File: config.mk
export PLATFORM = sky130hd
export DESIGN_NAME = codec_config_seq
export DESIGN_NICKNAME = d
export VERILOG_FILES = /design/src/rtl/codec_config_seq.sv
export SDC_FILE = /design/constraint.sdc
export NUM_CORES = 1
export LEC_CHECK = 0
export ABC_AREA = 1
export BUFFER_PORTS_ARGS = -buffer_cell sky130_fd_sc_hd__buf_2
export CORE_MARGIN = 2
export CORE_UTILIZATION = 35
export CTS_CLUSTER_DIAMETER = 40
export DETAILED_ROUTE_END_ITERATION = 7
export HOLD_SLACK_MARGIN = 0.05
export SLEW_MARGIN = 20
export SYNTH_ARGS = -nofsm -noshare
export SYNTH_HDL_FRONTEND = slang
export SYNTH_SLANG_ARGS = --single-unit
File: constraint.sdc
create_clock -name clk -period 3.6 [get_ports clk]
set_input_delay 0.54 -clock clk [delete_from_list [all_inputs] [get_ports clk]]
set_output_delay 0.54 -clock clk [all_outputs]
set_load 0.005 [all_outputs]
File: src/rtl/codec_config_seq.sv
// codec_config_seq: walks the WM8731 bring-up register table after reset and
// issues one 24-bit write frame per entry to the upstream I2C controller.
// Each attempt is start -> wait done low -> wait done high (bounded by a
// timeout) -> ack check. A programmable idle gap follows every finished entry.
// Optional feature macro: CODEC_CFG_RETRY_EN (relaunch a failed entry up to
// MAX_RETRIES extra times before flagging cfg_error).
module codec_config_seq #(
  parameter logic [7:0]  DEV_ADDR       = 8'h34,
  parameter int unsigned GAP_CYCLES     = 16,
  parameter int unsigned TIMEOUT_CYCLES = 4096,
  parameter int unsigned MAX_RETRIES    = 3
) (
  input  logic        clk,
  input  logic        reset_n,
  input  logic        go,
  output logic [23:0] i2c_data,
  output logic        start,
  input  logic        done,
  input  logic        ack,
  output logic        cfg_busy,
  output logic        cfg_done,
  output logic        cfg_error,
  output logic [3:0]  cfg_index
);

  localparam int         NUM_ENTRIES = 11;
  localparam logic [3:0] LAST_INDEX  = 4'd10;

  // {reg[6:0], val[8:0]} for each bring-up write, in issue order
  localparam logic [15:0] ENTRY_TABLE [NUM_ENTRIES] = '{
    {7'd15, 9'h000},  // reset
    {7'd0,  9'h017},
    {7'd1,  9'h017},
    {7'd2,  9'h079},
    {7'd3,  9'h079},
    {7'd4,  9'h012},
    {7'd5,  9'h000},
    {7'd6,  9'h000},
    {7'd7,  9'h042},
    {7'd8,  9'h000},
    {7'd9,  9'h001}
  };

  typedef enum logic [3:0] {
    S_RESET, S_LOAD, S_START, S_WAIT_LO, S_WAIT_HI,
    S_CHECK, S_GAP, S_FINISH, S_IDLE
  } state_t;

  logic [23:0] frame_rom [NUM_ENTRIES];

  // Full frames with the device address prepended
  generate
    for (genvar gi = 0; gi < NUM_ENTRIES; gi++) begin : g_rom
      assign frame_rom[gi] = {DEV_ADDR, ENTRY_TABLE[gi]};
    end
  endgenerate

  state_t      state_q, state_d;
  logic [3:0]  index_q, index_d;
  logic [23:0] data_q, data_d;
  logic [31:0] gap_cnt_q, gap_cnt_d;
  logic [31:0] to_cnt_q, to_cnt_d;
  logic        ok_q, ok_d;
  logic        cfg_done_q, cfg_done_d;
  logic        cfg_error_q, cfg_error_d;
`ifdef CODEC_CFG_RETRY_EN
  logic [31:0] retry_q, retry_d;
`endif

  logic timeout_hit;
  logic gap_over;

  // Timeout spans WAIT_LO and WAIT_HI together; the counter is cleared in START
  assign timeout_hit = (to_cnt_q >= TIMEOUT_CYCLES - 1);
  // GAP always occupies at least one cycle, so a zero gap still works
  assign gap_over    = (GAP_CYCLES == 0) || (gap_cnt_q >= GAP_CYCLES - 1);

  // Next-state, datapath and status-flag logic
  always_comb begin
    state_d     = state_q;
    index_d     = index_q;
    data_d      = data_q;
    gap_cnt_d   = gap_cnt_q;
    to_cnt_d    = to_cnt_q;
    ok_d        = ok_q;
    cfg_done_d  = cfg_done_q;
    cfg_error_d = cfg_error_q;
`ifdef CODEC_CFG_RETRY_EN
    retry_d     = retry_q;
`endif
    case (state_q)
      S_RESET: begin
        // frame is loaded on entry to LOAD so it is valid a cycle before start
        index_d = 4'd0;
        data_d  = frame_rom[0];
        state_d = S_LOAD;
      end
      S_LOAD: state_d = S_START;
      S_START: begin
        to_cnt_d = 32'd0;
        state_d  = S_WAIT_LO;
      end
      S_WAIT_LO: begin
        to_cnt_d = to_cnt_q + 32'd1;
        if (!done) begin
          state_d = S_WAIT_HI;
        end else if (timeout_hit) begin
          ok_d    = 1'b0;
          state_d = S_CHECK;
        end
      end
      S_WAIT_HI: begin
        to_cnt_d = to_cnt_q + 32'd1;
        if (done) begin
          ok_d    = ack;  // ack is only meaningful while done is high
          state_d = S_CHECK;
        end else if (timeout_hit) begin
          ok_d    = 1'b0;
          state_d = S_CHECK;
        end
      end
      S_CHECK: begin
        gap_cnt_d = 32'd0;
        if (ok_q) begin
          state_d = S_GAP;
        end else begin
`ifdef CODEC_CFG_RETRY_EN
          if (retry_q < MAX_RETRIES) begin
            retry_d = retry_q + 32'd1;
            state_d = S_LOAD;  // same entry, frame already held in data_q
          end else begin
            cfg_error_d = 1'b1;
            state_d     = S_GAP;
          end
`else
          cfg_error_d = 1'b1;
          state_d     = S_GAP;
`endif
        end
      end
      S_GAP: begin
        gap_cnt_d = gap_cnt_q + 32'd1;
        if (gap_over) begin
          if (index_q == LAST_INDEX) begin
            state_d = S_FINISH;
          end else begin
            index_d = index_q + 4'd1;
            data_d  = frame_rom[index_q + 4'd1];
`ifdef CODEC_CFG_RETRY_EN
            retry_d = 32'd0;
`endif
            state_d = S_LOAD;
          end
        end
      end
      S_FINISH: begin
        cfg_done_d = 1'b1;
        state_d    = S_IDLE;
      end
      S_IDLE: begin
        if (go) begin
          cfg_done_d  = 1'b0;
          cfg_error_d = 1'b0;
          index_d     = 4'd0;
          data_d      = frame_rom[0];
`ifdef CODEC_CFG_RETRY_EN
          retry_d     = 32'd0;
`endif
          state_d     = S_LOAD;
        end
      end
      default: state_d = S_RESET;
    endcase
  end

  // State and datapath registers, asynchronously cleared
  always_ff @(posedge clk or negedge reset_n) begin
    if (!reset_n) begin
      state_q     <= S_RESET;
      index_q     <= 4'd0;
      data_q      <= 24'd0;
      gap_cnt_q   <= 32'd0;
      to_cnt_q    <= 32'd0;
      ok_q        <= 1'b0;
      cfg_done_q  <= 1'b0;
      cfg_error_q <= 1'b0;
`ifdef CODEC_CFG_RETRY_EN
      retry_q     <= 32'd0;
`endif
    end else begin
      state_q     <= state_d;
      index_q     <= index_d;
      data_q      <= data_d;
      gap_cnt_q   <= gap_cnt_d;
      to_cnt_q    <= to_cnt_d;
      ok_q        <= ok_d;
      cfg_done_q  <= cfg_done_d;
      cfg_error_q <= cfg_error_d;
`ifdef CODEC_CFG_RETRY_EN
      retry_q     <= retry_d;
`endif
    end
  end

  assign i2c_data  = data_q;
  assign start     = (state_q == S_START);
  assign cfg_busy  = (state_q != S_IDLE);
  assign cfg_done  = cfg_done_q;
  assign cfg_error = cfg_error_q;
  assign cfg_index = index_q;

endmodule

-- Word-level counts from Yosys, hierarchy flattened
Memory sizes are Yosys's and may differ from the RTL's.
Index checks and enable logic that the tools add are counted.
- register bits after elaboration: 99
- ROM bits: 384
- input port bits: 5
- output and inout port bits: 32
- memories kept: 1
- memories (name ; depth ; width ; rd ports ; clocked after memory_dff ; write ports ; RTL line ; text):
    (no name shown) ; 16 ; 24 ; 1 ; 0 ; 0 ; 148 ; data_d = frame_rom[index_q + 4'd1];
- $add $sub $neg: 3
- $lt $le $gt $ge: 3
- eq/ne operators: 15
- mux-type cells: 27
- bitwise logic cells: 1
- reductions and logical operators: 13
- operator list (kind ; number):
    one-hot mux 32 bit (2 select lines) ; 2
    2-to-1 mux 24 bit ; 5
    one-hot mux 24 bit (3 select lines) ; 1
    adder 32 x 1 -> 32 bit (second input constant) ; 2
    one-hot mux 4 bit (9 select lines) ; 1
    >= comparator 32 x 12 -> 1 bit (second input constant) ; 1
    >= comparator 32 x 4 -> 1 bit (second input constant) ; 1
    2-to-1 mux 4 bit ; 8
    equality test 4 x 3 -> 1 bit (second input constant) ; 4
    one-hot mux 4 bit (3 select lines) ; 1
    != test 2 bit (second input constant) ; 5
    nonzero test 2 bit ; 5
    equality test 4 x 2 -> 1 bit (second input constant) ; 2
    equality test 4 bit (second input constant) ; 2
    one-hot mux 1 bit (2 select lines) ; 3
    AND reduction 2 bit ; 3
    >= comparator 5 bit (second input constant) ; 1
    2-to-1 mux 1 bit ; 5
    NOT 4 -> 5 bit ; 1
    adder 4 x 1 -> 4 bit (second input constant) ; 1
    equality test 4 x 1 -> 1 bit (second input constant) ; 1
    zero test 4 bit ; 1
    != test 4 bit (second input constant) ; 1
    AND reduction 4 bit ; 1
    4 further kinds ; 4

-- Longest topological paths before layout
- depth after elaboration: 8
- mapped depth: 11

-- Worst setup path before layout
Ideal clock, no wire load.
- path type: register to register
- start: reg index_q[0] (netlist: cfg_index[0])
- end: reg data_q[0] (netlist: i2c_data[0])
- setup time: 0.116 ns
- arrival: 1.716 ns
- data required time: 3.484 ns
- path slack: 1.767 ns
- cell stages (with the launch flop): 11
- path buffers: 0
- period minus slack after synthesis: 1.833 ns
- cells stage by stage: dfrtp_1 -> ha_1 -> ha_1 -> inv_1 -> or2_2 -> nand2_1 -> nand2_1 -> o21ai_0 -> nor2_1 -> nand3_1 -> nand2_1
- cells in the longest elaborated chain, start to end: 8
- elaborated cells on any way between the ends: 11
- classes of those cells: 1 x add/sub; 2 x eq/ne; 5 x mux; 1 x bitwise; 1 x reduce/logical; 1 x memory
- ends and longest elaborated chain (what ; RTL line ; text):
    start, declared ; 59 ; logic [3:0] index_q, index_d;
    start signal, assigned ; 192 ; index_q <= index_d;
    adder 4 x 1 -> 4 bit ; 148 ;
    NOT 4 -> 5 bit (implied by the code) ; 148 ;
    memory read (16 x 24 bit) ; -- ;
    2-to-1 mux 24 bit (implied by the code) (2 in series) ; 148 ;
    2-to-1 mux 24 bit ; 144 ; if (index_q == LAST_INDEX) begin
    2-to-1 mux 24 bit ; 143 ; if (gap_over) begin
    one-hot mux 24 bit (3 select lines) ; 91 ; case (state_q)
    end signal, assigned ; 193 ; data_q <= data_d;
    end, declared ; 60 ; logic [23:0] data_q, data_d;
Several ways; a longest one is shown, not always the timed one. The select of a mux whose other input is x is not followed.
A chain may end at the register's enable or synchronous reset.

-- Final worst setup path
- start: reg state_q[3]
- end: out start
- cells in the longest elaborated chain, start to end: 1
- ends and longest elaborated chain (what ; RTL line ; text):
    start, declared ; 58 ; state_t state_q, state_d;
    start signal, assigned ; 191 ; state_q <= state_d;
    equality test 4 x 2 -> 1 bit ; 206 ; assign start = (state_q == S_START);
    end, declared ; 17 ; output logic start,
Every way passes these cells.

==> flow_summary.yaml <==
power_and_ir_drop:
  vdd_ir_drop_max_v: 0.000307
  powerDensity_nw_per_um2: 483
  power.leakage_uw: 0.00286
placed_design:
  place_ws_ps: 1500
  place_area_um2: 5760
  gp_congestion: 0.908
  port_buffers: 26
  hpwl_um: 10400
clock_tree:
  path_clk_slew_ps: 60
  clk_latency_ps: 350
  clk_path_buf_depth: 2
  h-tree-depth: 3
  cts.repair.resized: 0
  post_cts_buffers: 0
  cts_buffers: 9
  cts_num_sinks: 86
  postCtsHoldBufs: 0
  cts_tree: "done"
  clockRootBuffer: "clkbuf_16"
synth:
  avgSynthCellArea_um2: 6.78
  yosysTopAreaCellShare: 0.393
  postSynthCellCount: 808
  synth-async-reset-ratio: 1.00
  ys_types: 41
  yosysSeqAreaShare: 0.393
  ys_ff_latch: 86
  yosysWarnings: 0
  synth.most_common_cell: "nand2_1"
  netlist.top_cell.by_area: "dfrtp_1"
  yosys-top-cells-count: "nand2_1, nor2_1, inv_1"
  synth-edff-count: 0
  synthFlopType: "dfrtp_1"
  synth_area_leaders: "dfrtp_1, nand2_1, nand3_1"
  synthesis.area_um2: 5480
finish:
  drive_gt1_frac: 0.0800
  final_core_util: 0.396
  design_area_um2: 6050
  num_antenna_cells: 0
  syn2layout_area_growth_pct: 10.4
  layout.nets: 843
global_routing:
  grt_remaining_overflow: 0
  antenna_found_initial: 0
  grt_pass1_vias: 4814
  grt_max_degree: 47
  grt_pass1_wl_um: 23700
  grt_usage: 0.177
route:
  dr.pass1.iters: 6
  viasPerCell: 4.93
  drc: 0
  met2_length_um: 6350
  dr_wl_met3_um: 616
  wl_per_cell_um: 13.3
  ant_nets: 0
  drtIter0Drc: 450
  drt_wl_total_um: 13900
  met1Wirelength_um: 6830
  vias: 5167
  top_layer_used: "met4"
timing:
  rsz0062_at_grt: "false"
  period_minus_slack_ps: 2360
  whs_ps: 207
  fin_ws_ps: 1240
  finalHoldViolCount: 0
  slew_headroom: 0.590
  tns_ps: 0
  clock-skew-final_ps: 4.98
  slew_violations: 0
  setup_viol: 0
  period_share: 0.656
  worst_pin_slew_ps: 616
  fmax_mhz: 423
setup_path:
  cp_top_family: "simple AND/OR/NAND/NOR gates"
  cp.depth: 4
  path_class: "flip-flop to output pin"
  r2r-end: "gap_cnt_q[14]"
  worstPathRequired_ps: 3060
  slowest_delay_ps: 410
  cp-start-kind: "flip-flop"
  critPathMaxFanout: 12
  r2r_start: "state_q[2]"
  critPathArrivalTime_ps: 1820
  cp-end-kind: "output pin"
  crit_end: "start"
  crit_chain: "nor2_1, nand2_1, inv_2, buf_2"
  r2r_cells: 7
  cp-startpoint: "state_q[3]"
  regToRegSetupSlack_ps: 1480
  cpMaxStageDelayCell: "dfrtp_1"
  path_buf_inv: 2
outcome:
  outcome: "completed"
die:
  die_height_um: 129
  num_io_pins: 37
  core_um2: 15300
  start_util: 0.359
  die_w_um: 129
  die_area_um2: 16700
  fp-row-count: 45
flow_run:
  max-cap-violations: 0
worst_hold_path:
  worstHoldPathType: "primary input to async pin"
## logic make-up after synthesis
family                     after synthesis  synth area share
AOI/OAI and AO/OA                       83            0.0836
xor gates and xnor gates                 4           0.00639
adders and majority gates                6            0.0137
buffers and inverters                  135             0.105
DFF                                     86             0.393
muxes                                    2           0.00365
other                                    1          0.000684
and+or+nand+nor                        491             0.394
## worst min-delay path by stage
stage	start	end	slack [ps]	cells past startpoint
after detailed placement	i2c_data[6]	i2c_data[6]	460	2
after CTS	reset_n	to_cnt_q[2]	230	1
after global routing	reset_n	to_cnt_q[27]	250	1
after global placement	i2c_data[1]	i2c_data[1]	450	2
final	reset_n	to_cnt_q[1]	210	1
after floorplan	reset_n	cfg_done	240	0
## through the flow
| step | instances | power, uW |
|---|---|---|
| after global routing | 1048 | 3140 |
| after detailed placement | 1032 | 2050 |
| after floorplan | 817 | 1820 |
| after global placement | 1032 | 2040 |
| after CTS | 1048 | 2960 |
| final | 1048 | 2920 |
## final cells by class
class	count	area (um2)
fillers	1637	9210
multi-input cells	596	2780
flip-flops and latches	86	2150
inverters	111	417
well taps	211	264
clock buffers	10	239
repair buffers	28	148
clock inverters	6	46.3
## worst reg2reg max path: cells and delay by family (launching register included)
kind                   cells  cell delay, ps
buffers and inverters      3             800
AND/OR/NAND/NOR            3             650
flip-flops                 1             380
AO/OA/AOI/OAI              1             150
## report_power, final
group	internal (uW)	total (uW)	switching, uW	leakage (uW)
sequential	1080	1170	88.4	0.00117
clock	489	901	412	0.000123
combinational	240	854	614	0.00157
total	1810	2920	1110	0.00286
## routing by layer
metal  vias to the layer above  track usage
met5                         -            0
met2                       114        0.275
met1                      2384        0.252
met4                         0       0.0396
met3                        12       0.0400
li1                       2657            -
## placed cells by master, fill, tap and decap left out, types with 3 or more instances in the layout
master and n:
nand3b_1 4, conb_1 10, o21ai_1 3, buf_2 25, clkinvlp_4 5, nor2_1 108
o21ai_0 51, dfrtp_1 86, nand3_1 94, a21oi_1 10, nor3_1 28, buf_4 3
nand4_1 22, nor2_2 6, ha_1 6, xor2_1 4, inv_2 6, o22ai_1 8
nand2_1 213, clkbuf_16 9, inv_1 105
## flip-flops by register name (all words and copies together) (netlist names)
register	cells
i2c_data	11
gap_cnt_q	32
cfg_error	1
to_cnt_q	32
ok_q	1
state_q	4
cfg_done	1
cfg_index	4
No activity file was read; power rests on OpenSTA's default activity.
